===== src/rtl/wb_commit_arbiter.sv =====
// Writeback/commit stage: per-channel FIFOs, one grant per cycle, registered
// regfile write and commit record with MMIO difftest skip and retire counter.
module wb_commit_arbiter #(
    parameter int          N_CH       = 2,
    parameter int          DEPTH      = 2,
    parameter int          XLEN       = 64,
    parameter int          PC_W       = 64,
    parameter int          ARB_MODE   = 0,
    parameter logic [63:0] MMIO_BASE  = 64'h0000_0000_3000_0000,
    parameter logic [63:0] MMIO_LIMIT = 64'h0000_0000_4070_0000
) (
    input  logic                 clock,
    input  logic                 reset,
    input  logic                 flush,
    input  logic                 commit_stall,
    input  logic [N_CH-1:0]      ch_valid,
    output logic [N_CH-1:0]      ch_ready,
    input  logic [N_CH*5-1:0]    ch_rd,
    input  logic [N_CH-1:0]      ch_need_to_wb,
    input  logic [N_CH*XLEN-1:0] ch_result,
    input  logic [N_CH-1:0]      ch_is_load,
    input  logic [N_CH-1:0]      ch_is_store,
    input  logic [N_CH*XLEN-1:0] ch_ls_address,
    input  logic [N_CH*PC_W-1:0] ch_pc,
    input  logic [N_CH*32-1:0]   ch_instr,
    output logic                 regfile_write_valid,
    output logic [4:0]           regfile_write_rd,
    output logic [XLEN-1:0]      regfile_write_data,
    output logic                 commit_valid,
    output logic [PC_W-1:0]      commit_pc,
    output logic [31:0]          commit_instr,
    output logic                 commit_rfwen,
    output logic                 commit_skip,
    output logic [2:0]           commit_src,
    output logic [63:0]          retire_count
);

    localparam int              AW       = (DEPTH > 1) ? $clog2(DEPTH) : 1;
    localparam logic [AW:0]     FULL_CNT = (AW + 1)'(DEPTH);
    localparam logic [3:0]      N_CH4    = 4'(N_CH);
    localparam logic [XLEN-1:0] MMIO_LO  = XLEN'(MMIO_BASE);
    localparam logic [XLEN-1:0] MMIO_HI  = XLEN'(MMIO_LIMIT);
    localparam int              ENTRY_W  = 5 + 1 + XLEN + 1 + 1 + XLEN + PC_W + 32;

    logic [N_CH-1:0]    nonempty;
    logic [N_CH-1:0]    push;
    logic [N_CH-1:0]    pop;
    logic [ENTRY_W-1:0] head_entry [N_CH];

    logic               grant_any;
    logic               grant_valid;
    logic [2:0]         grant_idx;
    logic [2:0]         rr_ptr_reg;
    logic [2:0]         rr_ptr_next;
    logic [3:0]         rr_idx;

    genvar gi;
    generate
        for (gi = 0; gi < N_CH; gi = gi + 1) begin : g_fifo
            logic [ENTRY_W-1:0] mem [DEPTH];
            logic [ENTRY_W-1:0] in_entry;
            logic [AW-1:0]      wr_ptr_reg;
            logic [AW-1:0]      rd_ptr_reg;
            logic [AW:0]        count_reg;

            assign in_entry = {ch_rd[gi*5 +: 5], ch_need_to_wb[gi],
                               ch_result[gi*XLEN +: XLEN], ch_is_load[gi], ch_is_store[gi],
                               ch_ls_address[gi*XLEN +: XLEN], ch_pc[gi*PC_W +: PC_W],
                               ch_instr[gi*32 +: 32]};

            // Ready looks only at the registered count, so a full FIFO refuses
            // a push even in the cycle it is being popped.
            assign ch_ready[gi]   = ~reset & (count_reg != FULL_CNT);
            assign nonempty[gi]   = (count_reg != '0);
            assign push[gi]       = ch_valid[gi] & ch_ready[gi] & ~flush;
            assign pop[gi]        = grant_valid & (grant_idx == 3'(gi));
            assign head_entry[gi] = mem[rd_ptr_reg];

            always_ff @(posedge clock) begin
                if (push[gi]) begin
                    mem[wr_ptr_reg] <= in_entry;
                end
            end

            always_ff @(posedge clock) begin
                if (reset || flush) begin
                    wr_ptr_reg <= '0;
                    rd_ptr_reg <= '0;
                    count_reg  <= '0;
                end else begin
                    if (push[gi]) begin
                        wr_ptr_reg <= wr_ptr_reg + AW'(1);
                    end
                    if (pop[gi]) begin
                        rd_ptr_reg <= rd_ptr_reg + AW'(1);
                    end
                    case ({push[gi], pop[gi]})
                        2'b10:   count_reg <= count_reg + (AW + 1)'(1);
                        2'b01:   count_reg <= count_reg - (AW + 1)'(1);
                        default: count_reg <= count_reg;
                    endcase
                end
            end
        end
    endgenerate

    always_comb begin
        grant_any = 1'b0;
        grant_idx = '0;
        rr_idx    = '0;
        if (ARB_MODE == 0) begin
            for (int c = 0; c < N_CH; c++) begin
                if (!grant_any && nonempty[c]) begin
                    grant_any = 1'b1;
                    grant_idx = 3'(c);
                end
            end
        end else begin
            // Walk N_CH positions starting at rr_ptr, wrapping at N_CH.
            for (int k = 0; k < N_CH; k++) begin
                rr_idx = {1'b0, rr_ptr_reg} + 4'(k);
                if (rr_idx >= N_CH4) begin
                    rr_idx = rr_idx - N_CH4;
                end
                for (int c = 0; c < N_CH; c++) begin
                    if (!grant_any && nonempty[c] && (rr_idx == 4'(c))) begin
                        grant_any = 1'b1;
                        grant_idx = 3'(c);
                    end
                end
            end
        end
    end

    assign grant_valid = grant_any & ~flush & ~commit_stall;
    assign rr_ptr_next = (grant_idx == 3'(N_CH - 1)) ? 3'd0 : grant_idx + 3'd1;

    logic [ENTRY_W-1:0] sel_entry;
    logic [4:0]         sel_rd;
    logic               sel_need_to_wb;
    logic [XLEN-1:0]    sel_result;
    logic               sel_is_load;
    logic               sel_is_store;
    logic [XLEN-1:0]    sel_addr;
    logic [PC_W-1:0]    sel_pc;
    logic [31:0]        sel_instr;
    logic               sel_mmio;

    always_comb begin
        sel_entry = '0;
        for (int c = 0; c < N_CH; c++) begin
            if (grant_idx == 3'(c)) begin
                sel_entry = head_entry[c];
            end
        end
    end

    assign {sel_rd, sel_need_to_wb, sel_result, sel_is_load, sel_is_store,
            sel_addr, sel_pc, sel_instr} = sel_entry;

    assign sel_mmio = (sel_is_load | sel_is_store) &
                      (sel_addr >= MMIO_LO) & (sel_addr <= MMIO_HI);

    always_ff @(posedge clock) begin
        if (reset || flush) begin
            rr_ptr_reg <= '0;
        end else if (grant_valid) begin
            rr_ptr_reg <= rr_ptr_next;
        end
    end

    always_ff @(posedge clock) begin
        if (reset) begin
            regfile_write_valid <= 1'b0;
            regfile_write_rd    <= '0;
            regfile_write_data  <= '0;
            commit_valid        <= 1'b0;
            commit_pc           <= '0;
            commit_instr        <= '0;
            commit_skip         <= 1'b0;
            commit_src          <= '0;
            retire_count        <= '0;
        end else if (grant_valid) begin
            // MMIO loads are not written back; difftest replays them from the ref.
            regfile_write_valid <= sel_need_to_wb & ~(sel_mmio & sel_is_load);
            regfile_write_rd    <= sel_rd;
            regfile_write_data  <= sel_result;
            commit_valid        <= 1'b1;
            commit_pc           <= sel_pc;
            commit_instr        <= sel_instr;
            commit_skip         <= sel_mmio;
            commit_src          <= grant_idx;
            retire_count        <= retire_count + 64'd1;
        end else begin
            regfile_write_valid <= 1'b0;
            commit_valid        <= 1'b0;
        end
    end

    assign commit_rfwen = regfile_write_valid;

endmodule


===== config.mk =====
export PLATFORM = sky130hd
export DESIGN_NAME = wb_commit_arbiter
export DESIGN_NICKNAME = d
export VERILOG_FILES = /design/src/rtl/wb_commit_arbiter.sv
export SDC_FILE = /design/constraint.sdc
export NUM_CORES = 1
export LEC_CHECK = 0
export ABC_AREA = 1
export CORE_MARGIN = 4
export CORE_UTILIZATION = 55
export CTS_BUF_LIST = sky130_fd_sc_hd__clkbuf_2
export CTS_CLUSTER_SIZE = 12
export DETAILED_ROUTE_END_ITERATION = 12
export GPL_TIMING_DRIVEN = 0
export MAX_ROUTING_LAYER = met4
export PLACE_DENSITY = 0.82
export SLEW_MARGIN = 20
export SYNTH_ARGS = -nofsm -noshare
export SYNTH_HDL_FRONTEND = slang
export SYNTH_SLANG_ARGS = --single-unit

===== constraint.sdc =====
create_clock -name clock -period 18.4 [get_ports clock]
set_input_delay 3.68 -clock clock [delete_from_list [all_inputs] [get_ports clock]]
set_output_delay 3.68 -clock clock [all_outputs]
set_load 0.03 [all_outputs]

Word level (Yosys, flattened, before mapping)
Memories as Yosys holds them, arrays and structs flattened. A register that Yosys moved wholly into a read port is not among the register bits.
Cells that the tools add are included.
W data, S select, Z words.
Word-level totals
  bits in writable memories: 928
  input bits: 470
  output and inout bits: 238
  register bits: 243
  memories: 2
Memory list
  g_fifo[0].mem: depth 2, bits a word 232, rd ports 1, clocked after Yosys merged registers in 1, write ports 1, line 60  | logic [ENTRY_W-1:0] mem [DEPTH];
  g_fifo[1].mem: depth 2, bits a word 232, rd ports 1, clocked after Yosys merged registers in 1, write ports 1, line 60
Cells by class
  add/sub/neg operators: 9
  reductions and logical operators: 9
  $lt $le $gt $ge: 2
  bitwise gates (word level): 20
  muxes and demuxes: 16
  eq/ne operators: 7
Operator list (number)
  $mux W232: 2
  $add A64 B1 Y64 const B: 1
  $ge A64 B30 Y1 const B: 1
  $le A64 B31 Y1 const B: 1
  $and A1 B1 Y1: 14
  $mux W1: 12
  $pmux W2 S2: 2
  $reduce_bool A2 Y1: 4
  $not A1 Y1: 5
  $add A1 B1 Y1 const B: 4
  $add A2 B1 Y2 const B: 2
  $eq A2 B1 Y1 const B: 2
  $eq A2 B2 Y1 const B: 2
  $ne A2 B2 Y1 const B: 2
  $sub A2 B1 Y2 const B: 2
  $eq A3 B1 Y1 const B: 1
  $logic_not A3 Y1: 1
  $reduce_or A2 Y1: 1
  $logic_and A1 B1 Y1: 1
  $logic_not A1 Y1: 1
  $logic_or A1 B1 Y1: 1
  $or A1 B1 Y1: 1

Logic depth before layout (Yosys ltp)
  depth after elaboration: 14
  depth in mapped cells: 15
  gate-level depth less buffers: 14

Least setup slack after synthesis
Ideal clock, no wire load.
  path kind: in2reg
  from: input flush
  to: memory g_fifo[0].mem[0][0] (netlist name), enable pin
  setup slack: 3704 ps
  data required time: 17570 ps
  buffers on the path: 0
  cell stages on the path: 3
  library setup time: 830 ps
  arrival time: 13866 ps
  cells stage by stage: nor2_1 o211ai_1 nor2_1
On the way
  cells in the longest elaborated chain, start to end: 4
RTL lines
  start: declaration: line 14  | input logic flush,
  $not A1 Y1: line 75  | assign push[gi] = ch_valid[gi] & ch_ready[gi] & ~flush;
  $and A1 B1 Y1: line 75
  $mux W1: line 80  | if (push[gi]) begin
  $mux W1 (implied by the code): line 81  | mem[wr_ptr_reg] <= in_entry;
  end: declaration: line 60
Every way passes these cells.

Worst setup path after layout
  from: input reset
  to: output ch_ready[1]
On the way
  cells in the longest elaborated chain, start to end: 2
RTL lines
  start: declaration: line 13  | input logic reset,
  $not A1 Y1: line 73  | assign ch_ready[gi] = ~reset & (count_reg != FULL_CNT);
  $and A1 B1 Y1: line 73
  end: declaration: line 17  | output logic [N_CH-1:0] ch_ready,
Every way passes these cells.

==> metrics <==
Area Overhead vs Synth 28.3%; Total GRT Usage 33.6%; status finished clean; drt pass-1 iters 6; detailed-route wire length ~140,000 µm; vias in the first global route 32,934; WL per Instance 24.8 µm; #FFs+latches synth 1,171; Final Util 71.7%; detailed placement HPWL 101,000 µm; Tcrit/Tclk final between 50 and 60%; WP data arrival 7.07 ns; PD cells 87.9 nW/µm²; Pins Over Slew Limit 0; Post-CTS Resized 0; residual DRC count 0; share of cells above drive strength 1 18.3%; Site Rows 102; top-count cell post-synth edfxtp_1; Post-synth top cells edfxtp_1 (928), nand2_1 (604), nor2_1 (252); skew final 0.242 ns; Chip Height 290 µm; post-synthesis sequential area ratio around 75%; Die X around 290 µm; Final setup viols 0; first-pass GRT wire length 200,000 µm; Synth Flop Type edfxtp_1; Peak supply drop 61.6 µV; Fill cells slightly above 5,000; synthesized area 43,600 µm²; cts-stage hold buffer count 0; CTS H-tree depth 5; top cell type's share of synthesized area 63.9%; IO Port Bufs 705; Vias 32,513; Worst-Skew Late Latency 1.52 ns; leading area contributor after synthesis edfxtp_1; TritonCTS clock tree yes; pin count of the biggest net entering global routing 28; gr ovfl total 0; clk sinks 1,171; CP max FO 10; mean post-synth cell area 13.1 µm²; CP Data Required Time 14.72 ns; gpl congestion 0.920; Hold Vio Cnt, Final 0; DR iter-0 viols ~3,200; io pins 708; Max-Cap Viols 0; RSZ-0062 raised after global routing no; Synth Warn # 0; Max-slew headroom between 20% and 30%; Worst-Margin Slew 1.08 ns; final antenna-violating net count 0; Final min period 10.75 ns; Via density 5.67; CP Class input pin to output port; CP endpoint kind output port; Synth area leaders edfxtp_1 (64%), dfxtp_1 (11%), nand2_1 (5.2%), o211ai_1 (3.4%), or2_2 (2.8%); async set or reset register ratio after synthesis 0%; Fmax 93.0 MHz; Distinct cells, synth 51; Pleak 18.8 nW; hold path start g_fifo[0].rd_ptr_reg; clock buffer count from CTS 305; initial antenna violation count 65; Top reg by flops g_fifo.mem; Final nets 4,857; Max Buffers Root-to-Sink 4; clock edge transition at the registers on the reported setup and hold paths 0.10 ns; worst setup path startpoint reset; max FFs per register 928; CP Launch Type input pin; effective utilization at floorplan 55.9%; synthesized instance count 3,326; area of the core 78,000 µm²; post-CTS setup buffer count 0; EDFF count, synth 928; die area 83,900 µm²; Hold Path Class register to register; cell at the root of the clock tree clkbuf_2; setup TNS 0 ns
==> area by class of cell <==
cell class,count,area (µm²),area share (%)
repair buffers,750,8090,14.5
clock buffers,472,2360,4.22
inverters,95,362,0.646
clock inverters,62,350,0.626
multi-input cells,1893,9830,17.6
well taps,1040,1300,2.33
flip-flops and latches,1171,32700,58.5
diodes,80,200,0.358
plain buffers,168,727,1.30
==> kinds of logic after synthesis <==
kind of cell	share of synthesized area, %
AO/OA/AOI/OAI	9.16
adder cells (fa/ha/maj)	0.0861
flip-flops	75.1
multiplexers	0.0230
other	0.00860
XOR/XNOR	0.341
buffers and inverters	2.48
AND/OR/NAND/NOR	12.8
==> routing by layer <==
metal  wire [µm]  global-route usage, %
met3       14600                   10.3
met2       69800                   53.5
met1       50500                   38.5
met5           0                      -
met4        7070                   17.9
==> worst paths after layout <==
path,slack [ns],end,cells after the start
max reg2reg,15.45,commit_instr[7],8
min reg2reg,0.40,register,1
min,0.40,register,1
max,7.65,ch_ready[1],6
==> where the power goes <==
| group | switching [mW] | internal [mW] |
|---|---|---|
| clock network | 1.05 | 0.729 |
| registers | 0.0134 | 2.89 |
| logic | 0.110 | 0.121 |
==> critical path, stage by stage <==
cell and delay (ns):
clkdlybuf4s50_1 0.48, clkbuf_1 0.77, clkbuf_2 0.64, clkbuf_1 0.56, a21oi_1 0.25, clkdlybuf4s50_1 0.66
==> through the flow <==
| step | hold slack (ns) | std cells | power [mW] | cell area (µm²) | setup WS [ns] |
|---|---|---|---|---|---|
| 2_1_floorplan | 0.426 | 3327 | 3.03 | 43600 | 3.70 |
| 3_3_place_gp | 0.436 | 5072 | 3.19 | 52000 | -4.28 |
| 3_5_place_dp | 0.449 | 5117 | 3.19 | 53000 | 7.64 |
| 4_1_cts | 0.402 | 5651 | 4.93 | 55700 | 7.58 |
| 5_1_grt | 0.439 | 5725 | 5.11 | 55900 | 7.60 |
| 6_report | 0.400 | 5731 | 4.92 | 55900 | 7.65 |
==> cells in the final DEF, fill, tap and decap left out, types with 8 or more instances in the layout <==
master | netlist | layout
nor2_2 | 8 | 8
edfxtp_1 | 928 | 928
or2_2 | 197 | 197
a31oi_1 | 99 | 99
o211ai_1 | 198 | 198
nand2_1 | 604 | 604
nand3_1 | 53 | 53
inv_2 | 6 | 13
clkinv_1 | 0 | 46
buf_12 | 0 | 28
dfxtp_1 | 243 | 243
xor2_1 | 13 | 13
clkbuf_1 | 102 | 98
clkdlybuf4s50_1 | 0 | 705
buf_16 | 0 | 17
nand4_1 | 23 | 23
clkbuf_2 | 0 | 476
a211oi_1 | 70 | 70
diode_2 | 0 | 80
a21oi_1 | 202 | 202
nor2_1 | 252 | 248
nor3_1 | 61 | 61
buf_2 | 57 | 58
o21ai_0 | 43 | 43
nor2_4 | 6 | 10
inv_1 | 88 | 88
No activity file was read; power rests on OpenSTA's default activity.
